--- config.mk ---
export PLATFORM = sky130hd
export DESIGN_NAME = key_event_decoder
export DESIGN_NICKNAME = d
export VERILOG_FILES = /design/src/rtl/key_event_decoder.sv
export SDC_FILE = /design/constraint.sdc
export NUM_CORES = 1
export LEC_CHECK = 0
export ABC_AREA = 1
export BUFFER_PORTS_ARGS = -buffer_cell sky130_fd_sc_hd__buf_4
export CORE_ASPECT_RATIO = 1.75
export CORE_MARGIN = 4
export CORE_UTILIZATION = 30
export CTS_BUF_LIST = sky130_fd_sc_hd__clkbuf_4 sky130_fd_sc_hd__clkbuf_8
export DETAILED_ROUTE_END_ITERATION = 12
export SLEW_MARGIN = 20
export SYNTH_ARGS = -nofsm -noshare
export SYNTH_HDL_FRONTEND = slang
export SYNTH_SLANG_ARGS = --single-unit
--- constraint.sdc ---
create_clock -name i_clk -period 2.1 [get_ports i_clk]
set_input_delay 0.42 -clock i_clk [delete_from_list [all_inputs] [get_ports i_clk]]
set_output_delay 0.42 -clock i_clk [all_outputs]
set_load 0.05 [all_outputs]
--- src/rtl/key_event_decoder.sv ---
// ============================================================================
// key_event_decoder
// ----------------------------------------------------------------------------
// Turns debounced key levels into discrete press events (CLICK, DOUBLE, LONG)
// and queues them in a small show-ahead FIFO drained through valid/ready.
//
// Ports:
//   i_clk        system clock (sole clock)
//   i_rst        synchronous, active-high reset
//   i_db         debounced key levels, 1 = pressed, synchronous to i_clk
//   o_evt_valid  FIFO head holds an event
//   o_evt_code   head event code: 1 CLICK, 2 DOUBLE, 3 LONG (0 when empty)
//   o_evt_key    key index of the head event (0 when empty)
//   i_evt_ready  consumer pops the head when high together with o_evt_valid
//   o_overflow   sticky: a pending event was overwritten before it was queued
// ============================================================================
module key_event_decoder #(
    parameter int unsigned NUMBITS     = 3,
    parameter int unsigned LONG_CYCLES = 50_000_000,
    parameter int unsigned DBL_CYCLES  = 15_000_000,
    parameter int unsigned FIFO_DEPTH  = 4,
    localparam int unsigned KW = (NUMBITS > 1) ? $clog2(NUMBITS) : 1
) (
    input  logic               i_clk,
    input  logic               i_rst,
    input  logic [NUMBITS-1:0] i_db,
    output logic               o_evt_valid,
    output logic [1:0]         o_evt_code,
    output logic [KW-1:0]      o_evt_key,
    input  logic               i_evt_ready,
    output logic               o_overflow
);

    localparam int unsigned MAXC = (LONG_CYCLES > DBL_CYCLES) ? LONG_CYCLES : DBL_CYCLES;
    localparam int unsigned CW   = $clog2(MAXC + 1);
    localparam int unsigned FAW  = $clog2(FIFO_DEPTH);
    localparam int unsigned EW   = KW + 2;

    localparam logic [2:0] ST_IDLE  = 3'd0;
    localparam logic [2:0] ST_DOWN1 = 3'd1;
    localparam logic [2:0] ST_HELD  = 3'd2;
    localparam logic [2:0] ST_WAIT2 = 3'd3;
    localparam logic [2:0] ST_DOWN2 = 3'd4;

    localparam logic [1:0] EVT_CLICK  = 2'd1;
    localparam logic [1:0] EVT_DOUBLE = 2'd2;
    localparam logic [1:0] EVT_LONG   = 2'd3;

    localparam logic [CW-1:0] LONG_TERM = CW'(LONG_CYCLES);
    localparam logic [CW-1:0] DBL_TERM  = CW'(DBL_CYCLES);

    // ------------------------------------------------------------------------
    // Per-key state
    // ------------------------------------------------------------------------
    logic [NUMBITS-1:0] prev_q;
    logic [2:0]         state_q [NUMBITS];
    logic [2:0]         state_d [NUMBITS];
    logic [CW-1:0]      cnt_q   [NUMBITS];
    logic [CW-1:0]      cnt_d   [NUMBITS];
    logic [NUMBITS-1:0] pend_q, pend_d;
    logic [1:0]         pcode_q [NUMBITS];
    logic [1:0]         pcode_d [NUMBITS];
    logic               overflow_q, overflow_d;

    logic [NUMBITS-1:0] rise, fall;
    logic [NUMBITS-1:0] post;
    logic [1:0]         post_code [NUMBITS];

    // ------------------------------------------------------------------------
    // FIFO state
    // ------------------------------------------------------------------------
    logic [EW-1:0]  mem_q [FIFO_DEPTH];
    logic [FAW-1:0] wr_ptr_q, wr_ptr_d;
    logic [FAW-1:0] rd_ptr_q, rd_ptr_d;
    logic [FAW:0]   count_q, count_d;

    logic           fifo_full;
    logic           pop;
    logic           push;
    logic           grant_vld;
    logic [KW-1:0]  grant_idx;
    logic [1:0]     grant_code;
    logic [EW-1:0]  head;

    assign rise = i_db & ~prev_q;
    assign fall = ~i_db & prev_q;

    // ------------------------------------------------------------------------
    // Press-pattern FSMs
    // ------------------------------------------------------------------------
    always_comb begin
        logic [CW-1:0] cnt_inc;
        cnt_inc = '0;
        post    = '0;
        for (int unsigned k = 0; k < NUMBITS; k++) begin
            state_d[k]   = state_q[k];
            cnt_d[k]     = cnt_q[k];
            post_code[k] = '0;
            cnt_inc      = cnt_q[k] + 1'b1;
            case (state_q[k])
                ST_IDLE: begin
                    if (rise[k]) begin
                        state_d[k] = ST_DOWN1;
                        cnt_d[k]   = CW'(1);
                    end
                end
                ST_DOWN1: begin
                    if (fall[k]) begin
                        state_d[k] = ST_WAIT2;
                        cnt_d[k]   = CW'(1);
                    end else if (cnt_inc == LONG_TERM) begin
                        post[k]      = 1'b1;
                        post_code[k] = EVT_LONG;
                        state_d[k]   = ST_HELD;
                        cnt_d[k]     = '0;
                    end else begin
                        cnt_d[k] = cnt_inc;
                    end
                end
                ST_HELD: begin
                    if (fall[k]) begin
                        state_d[k] = ST_IDLE;
                    end
                end
                ST_WAIT2: begin
                    // Gap expiry beats a simultaneous rise: the late rise is
                    // swallowed and the key returns to IDLE.
                    if (cnt_inc == DBL_TERM) begin
                        post[k]      = 1'b1;
                        post_code[k] = EVT_CLICK;
                        state_d[k]   = ST_IDLE;
                        cnt_d[k]     = '0;
                    end else if (rise[k]) begin
                        state_d[k] = ST_DOWN2;
                        cnt_d[k]   = '0;
                    end else begin
                        cnt_d[k] = cnt_inc;
                    end
                end
                ST_DOWN2: begin
                    if (fall[k]) begin
                        post[k]      = 1'b1;
                        post_code[k] = EVT_DOUBLE;
                        state_d[k]   = ST_IDLE;
                    end
                end
                default: begin
                    state_d[k] = ST_IDLE;
                    cnt_d[k]   = '0;
                end
            endcase
        end
    end

    // ------------------------------------------------------------------------
    // Arbiter: lowest-index pending key wins the single FIFO write slot
    // ------------------------------------------------------------------------
    assign fifo_full   = (count_q == (FAW+1)'(FIFO_DEPTH));
    assign o_evt_valid = (count_q != '0);
    assign pop         = o_evt_valid & i_evt_ready;

    always_comb begin
        grant_vld  = 1'b0;
        grant_idx  = '0;
        grant_code = '0;
        for (int unsigned k = 0; k < NUMBITS; k++) begin
            if (pend_q[k] && !grant_vld) begin
                grant_vld  = 1'b1;
                grant_idx  = KW'(k);
                grant_code = pcode_q[k];
            end
        end
    end

    assign push = grant_vld & (~fifo_full | pop);

    // A post on the same edge that its predecessor is granted is not an
    // overwrite: the old code leaves for the FIFO while the new one lands.
    always_comb begin
        logic granted;
        granted    = 1'b0;
        overflow_d = overflow_q;
        pend_d     = pend_q;
        for (int unsigned k = 0; k < NUMBITS; k++) begin
            pcode_d[k] = pcode_q[k];
            granted    = push && (grant_idx == KW'(k));
            if (post[k]) begin
                pend_d[k]  = 1'b1;
                pcode_d[k] = post_code[k];
                if (pend_q[k] && !granted) begin
                    overflow_d = 1'b1;
                end
            end else if (granted) begin
                pend_d[k] = 1'b0;
            end
        end
    end

    // ------------------------------------------------------------------------
    // FIFO pointers
    // ------------------------------------------------------------------------
    always_comb begin
        wr_ptr_d = wr_ptr_q;
        rd_ptr_d = rd_ptr_q;
        count_d  = count_q;
        if (push) begin
            wr_ptr_d = wr_ptr_q + 1'b1;
        end
        if (pop) begin
            rd_ptr_d = rd_ptr_q + 1'b1;
        end
        case ({push, pop})
            2'b10:   count_d = count_q + 1'b1;
            2'b01:   count_d = count_q - 1'b1;
            default: count_d = count_q;
        endcase
    end

    // ------------------------------------------------------------------------
    // Registers
    // ------------------------------------------------------------------------
    always_ff @(posedge i_clk) begin
        if (i_rst) begin
            prev_q     <= '1;
            pend_q     <= '0;
            overflow_q <= 1'b0;
            wr_ptr_q   <= '0;
            rd_ptr_q   <= '0;
            count_q    <= '0;
            for (int unsigned k = 0; k < NUMBITS; k++) begin
                state_q[k] <= ST_IDLE;
                cnt_q[k]   <= '0;
                pcode_q[k] <= '0;
            end
        end else begin
            prev_q     <= i_db;
            pend_q     <= pend_d;
            overflow_q <= overflow_d;
            wr_ptr_q   <= wr_ptr_d;
            rd_ptr_q   <= rd_ptr_d;
            count_q    <= count_d;
            for (int unsigned k = 0; k < NUMBITS; k++) begin
                state_q[k] <= state_d[k];
                cnt_q[k]   <= cnt_d[k];
                pcode_q[k] <= pcode_d[k];
            end
        end
    end

    // Storage needs no reset: the head is masked while the FIFO is empty.
    always_ff @(posedge i_clk) begin
        if (push) begin
            mem_q[wr_ptr_q] <= {grant_idx, grant_code};
        end
    end

    assign head       = mem_q[rd_ptr_q];
    assign o_evt_code = o_evt_valid ? head[1:0]    : '0;
    assign o_evt_key  = o_evt_valid ? head[EW-1:2] : '0;
    assign o_overflow = overflow_q;

endmodule

; After elaboration in Yosys (flattened, before gate mapping)
; Memories as Yosys holds them, arrays and structs flattened. A register that Yosys moved wholly into a read port is not among the register bits.
; Index checks and enable logic that the tools add are counted.
[classes]
add_sub_neg = 7
multipliers = 0
n_div = 0
magnitude_cmp = 0
eq_ne = 23
shifts = 0
n_mux = 111
bitwise = 17
reduce_logical = 25
[ops]
columns = cell, n
row1 = 2-to-1 mux 26 bit, 18
row2 = one-hot mux 26 bit (4 select lines), 3
row3 = "adder 26 x 1 -> 26 bit, second input constant", 3
row4 = "== test 26 x 24 -> 1 bit, second input constant", 3
row5 = "== test 26 bit, second input constant", 3
row6 = 2-to-1 mux 3 bit, 21
row7 = 2-to-1 mux 2 bit, 23
row8 = 2-to-1 mux 1 bit, 36
row9 = one-hot mux 3 bit (4 select lines), 3
row10 = "== test 3 x 2 -> 1 bit, second input constant", 6
row11 = one-hot mux 2 bit (3 select lines), 3
row12 = "== test 3 bit, second input constant", 4
row13 = bitwise OR 1 bit, 10
row14 = "== test 3 x 1 -> 1 bit, second input constant", 3
row15 = logical NOT 3 bit, 3
row16 = one-hot mux 1 bit (3 select lines), 3
row17 = logical AND 1 bit, 8
row18 = nonzero test 2 bit, 4
row19 = bitwise AND 3 bit, 2
row20 = NOT 3 bit, 2
row21 = one-hot mux 3 bit (2 select lines), 1
row22 = OR reduction 2 bit, 3
row23 = logical NOT 1 bit, 5
row24 = "adder 2 x 1 -> 2 bit, second input constant", 2
row25 = 8 further kinds, 11
[word_totals]
ff_bits = 14
latch_bits = 0
ram_bits = 109
romBits = 0
out_inout_bits = 6
word_cells = 195
n_memories = 4
[mem_list]
columns = name, depth, word_bits, rd, rd_clocked_by_memory_dff, write_ports, line
row1 = cnt_q, 3, 26, 3, 0, 3, 58  ; logic [CW-1:0] cnt_q [NUMBITS];
row2 = mem_q, 4, 4, 1, 1, 1, 72  ; logic [EW-1:0] mem_q [FIFO_DEPTH];
row3 = state_q, 3, 3, 3, 0, 3, 56  ; logic [2:0] state_q [NUMBITS];
row4 = pcode_q, 3, 2, 3, 0, 3, 61  ; logic [1:0] pcode_q [NUMBITS];

; Depth between registers and ports, before layout
[logic_depth]
ltp_word = 17
depth_mapped = 20
depth_no_buf = 19

; Worst setup path before layout
; OpenSTA, ideal clock, no wires.
[synth_timing]
path_type = register to register
startpoint = mem cnt_q[0][26] (netlist name)
endpoint = mem state_q[1][0] (netlist: state_q[0][3])
setup_time_ns = 0.114
arrival_time_ns = 2.132
t_required_ns = 1.986
setup_slack_ns = -0.146
stages_incl_launch_ff = 18
period_less_slack_ns = 2.246
path_cell_list = dfxtp_1 ha_1 buf_2 nand3_1 inv_2 nand2_1 nor2_2 xor2_1 nand2_1 nor2_1 nand2_1 nor2_1 nand2_1 nand2_2 nand2_4 buf_6 o211ai_2 inv_1
[synth_rtl]
columns = element, line
row1 = from (decl), 58
row2 = to (decl), 56

==> metrics.md <==
| Metric | Value |
|---|---|
| Outcome | complete, but fails checks |
| Failing checks | negative setup slack |
| Routed vias | between 10000 and 15000 |
| Top routing layer used | met4 |
| 1st-pass router iterations | 5 |
| Met2 routed WL | approximately 17 mm |
| CTS clk-pin slew, worst paths | roughly 0.09 ns |
| Die Ht | 233.0 um |
| Htree depth | 4 |
| Final min period | 2.419 ns |
| CP max stage delay | 0.40 ns |
| CTS Buf Count | 17 |
| Worst min path class | primary input to flop |
| Hold_buf cts | 0 |
| DR iter-0 viols | 470 |
| Hold Slack | between 0.1 and 0.15 ns |
| Synthesized instance count | roughly 1500 |
| DP Wirelength | approximately 22 mm |
| # rows | roughly 80 |
| Max Root-Sink Buffers | 2 |
| Ys flop type | dfxtp_1 |
| Data required, critical path | between 2 and 2.5 ns |
| Slew headroom | 0.5502 |
| RSZ-0062 raised after global routing | true |
| Fin. Hold Viols | 0 |
| EDFF count, synth | 16 |
| Area post-placement | around 11000 um2 |
| Synth warn | 0 |
| Die W | 136.6 um |
| Final setup viols | 86 |
| Core Region | 28630 um2 |
| Slowest-stage cell, CP | dfxtp_4 |
| Final instance area | between 10000 and 15000 um2 |
| Worst slack, placed | -0.4327 ns |
| Number of vias per cell | ~4.8 |
| CP Launch Type | flop |
| Max-Cap Viols | 0 |
| DRC violations left | 0 |
| Nets | approximately 1800 |
| Layout cells sized above 1 | 0.3625 |
| CTS tree | built |
| Vias in the first global route | roughly 10000 |
| Crit path DAT | approximately 2.8 ns |
| Distinct cell type count after synthesis | 43 |
| Power, Total | approximately 8300 uW |
| Wire length on met1 | between 9 and 10 mm |
| Area Overhead vs Synth | 50.30% |
| Fmax achieved | between 400 and 500 MHz |
| First-pass GRT wire length | 46.66 mm |
| Avg Cell Area, Syn | about 6 um2 |
| Synth Net Count | roughly 1500 |
| Post-Route WL | about 30 mm |
| Largest net degree at the start of global routing | between 40 and 50 |
| GPL Wtd Cong | roughly 0.94 |
| Synth async-reset ratio | 0 |
| Setup CP Type | flop to flop |
| CTS Root Cell | clkbuf_8 |
| Clk sink count | about 130 |
| Starting Density | 0.3032 |
| Worst-path maximum fanout | 8 |
| Peak VDD IR | slightly above 0.0004 V |
| Clk_skew | around 0.013 ns |
| Final antenna-violating net count | 0 |
| # port buffers | 11 |
| WL per Instance | 13.92 um |
| Slack of the critical path | -0.3185 ns |
| Tcrit/Tclk final | 1.152 |
| Seq cells post-synth | around 130 |
| Synthesized area | 8680 um2 |
| P_leak | ~0.0060 uW |
| Global route overflow | 0 |
| GR Util All Layers | 0.1870 |
| Top Ports | 12 |
| Crit-path cells | nand2_4 -> buf_6 -> nor2_4 -> buf_6 -> nand2_1 -> nor2_2 -> nand2_1 -> nand2_2 -> nand2_2 -> nor2_2 -> nand3_1 -> nor2_2 -> nand2_2 -> nand3_4 -> nand2_8 -> clkbuf_16 -> nand3_2 -> a21oi_2 |
| Setup crit end kind | flop |
| Initial antenna violation count | 1 |
| Seq/Total Area, Yosys | 0.3068 |
| Slew Limit Fails | 0 |
| Power Dens Cells | 633.6 nW/um2 |
| Full die area | ~32000 um2 |
| Worst slew pin tran | between 0.6 and 0.7 ns |
| Worst-skew pair later-pin latency | 0.48 ns |
| Met3 wire len | between 600 and 700 um |
-- cell usage in the layout, fill, tap and decap left out, types with 12 or more instances in the layout --
master,synthesis,final
a21oi_1,56,33
a21oi_2,0,23
buf_4,1,268
buf_6,2,21
clkbuf_8,0,17
dfxtp_1,109,76
dfxtp_2,0,19
dfxtp_4,0,14
edfxtp_1,16,16
inv_1,224,216
nand2_1,514,442
nand2_2,11,62
nand2_4,4,22
nand3_1,117,86
nand3_2,6,24
nand3_4,1,14
nand3b_1,12,12
nand4_1,26,26
nor2_1,209,144
nor2_2,12,60
nor2_4,10,27
o211ai_1,13,13
o21ai_0,52,23
o21ai_1,3,14
o21ai_2,1,19
-- synthesized netlist by cell type, types with 2 or more instances --
library cell | count | area share
a21boi_0 | 2 | 0.0017
a21oi_1 | 56 | 0.032
a31o_2 | 2 | 0.0020
a31oi_1 | 4 | 0.0029
and2_1 | 5 | 0.0036
buf_1 | 4 | 0.0017
buf_2 | 2 | 0.0012
buf_6 | 2 | 0.0026
clkbuf_1 | 19 | 0.0082
clkinv_2 | 2 | 0.0012
dfxtp_1 | 109 | 0.25
edfxtp_1 | 16 | 0.055
ha_1 | 7 | 0.010
inv_1 | 224 | 0.097
inv_2 | 2 | 0.00087
nand2_1 | 514 | 0.22
nand2_2 | 11 | 0.0079
nand2_4 | 4 | 0.0052
nand3_1 | 117 | 0.067
nand3_2 | 6 | 0.0069
nand3b_1 | 12 | 0.010
nand4_1 | 26 | 0.019
nor2_1 | 209 | 0.090
nor2_2 | 12 | 0.0086
nor2_4 | 10 | 0.013
nor3_1 | 11 | 0.0063
o211ai_1 | 13 | 0.011
o21ai_0 | 52 | 0.030
o21ai_1 | 3 | 0.0017
o21bai_1 | 5 | 0.0043
xor2_1 | 7 | 0.0071
-- cell type report --
class | instances | area, um2
Antenna cell | 1 | 2.502
Clock buffer | 17 | 234.0
Clock inverter | 15 | 183.9
Fill cell | 2883 | 15580
Inverter | 229 | 890.9
Multi-Input combinational cell | 1099 | 6112
Sequential cell | 125 | 2739
Tap cell | 378 | 473.0
Timing Repair Buffer | 296 | 2394
Timing Repair inverter | 1 | 16.27
-- kinds of logic (layout without fill, tap and decap cells) --
| logic type | after synthesis | count (layout) | synth area share |
|---|---|---|---|
| other | 0 | 1 | 0 |
| and+or+nand+nor | 940 | 941 | 0.4663 |
| adders and majority gates | 8 | 8 | 0.01240 |
| DFF | 125 | 125 | 0.3068 |
| xor gates and xnor gates | 8 | 8 | 0.008938 |
| AOI/OAI and AO/OA | 142 | 142 | 0.09168 |
| buffers and inverters | 257 | 558 | 0.1139 |
-- where the power goes --
group / internal, uW / total [uW] / switching, uW
sequential: 2630 / 2810 / 178
clock: 916 / 2200 / 1290
combinational: 1140 / 3260 / 2120
total: 4680 / 8270 / 3580
-- registers in the layout (all words and copies together), names as in the netlist, named ones only --
name and flops:
mem_q 16, count_q 3, prev_q 3, cnt_q 78, pcode_q 6, o_overflow 1
rd_ptr_q 2, pend_q 3, state_q 9, wr_ptr_q 2
-- through the flow --
stage	setup TNS (ns)	util	cells
floorplan	-0.03549	-	1480
global placement	-27.68	0.3874	2093
detailed placement	-27.80	0.3874	2093
CTS	-17.15	0.4209	2145
global route	-33.54	0.4557	2161
finish	-19.65	0.4557	2161
-- critical path: cells and delay by family, from the launching register on --
kind	cells	cell delay [ns]
and+or+nand+nor	14	1.42
AOI/OAI and AO/OA	1	0.05
DFF	1	0.40
buffers and inverters	3	0.44
-- path summary, 6_finish.rpt --
kind | startpoint | slack (ns) | depth (start not counted) | to
worst max-delay path | cnt_q[0][32] | -0.32 | 18 | cnt_q[0][49]
worst min-delay path | i_db[0] | 0.14 | 3 | prev_q[0]
worst max register to register | cnt_q[0][32] | -0.32 | 18 | cnt_q[0][49]
worst min register to register | count_q[2] | 0.45 | 1 | count_q[2]
-- routing by layer --
| layer | vias up | global-route usage |
|---|---|---|
| met2 | 204 | 0.3704 |
| met1 | 4770 | 0.1604 |
| li1 | 5215 | - |
| met4 | 0 | 0.1384 |
| met3 | 109 | 0.03116 |
| met5 | - | 0 |
-- repair_timing --
action / in CTS / in global routing
gates cloned: 2 / 1
resized for setup: 115 / 265
endpoints found under the hold margin: 0 / 0
pin swaps: 49 / 94
setup buffers: 19 / 15
endpoints found under the setup margin: 90 / 93
No activity file was read; power rests on OpenSTA's default activity.
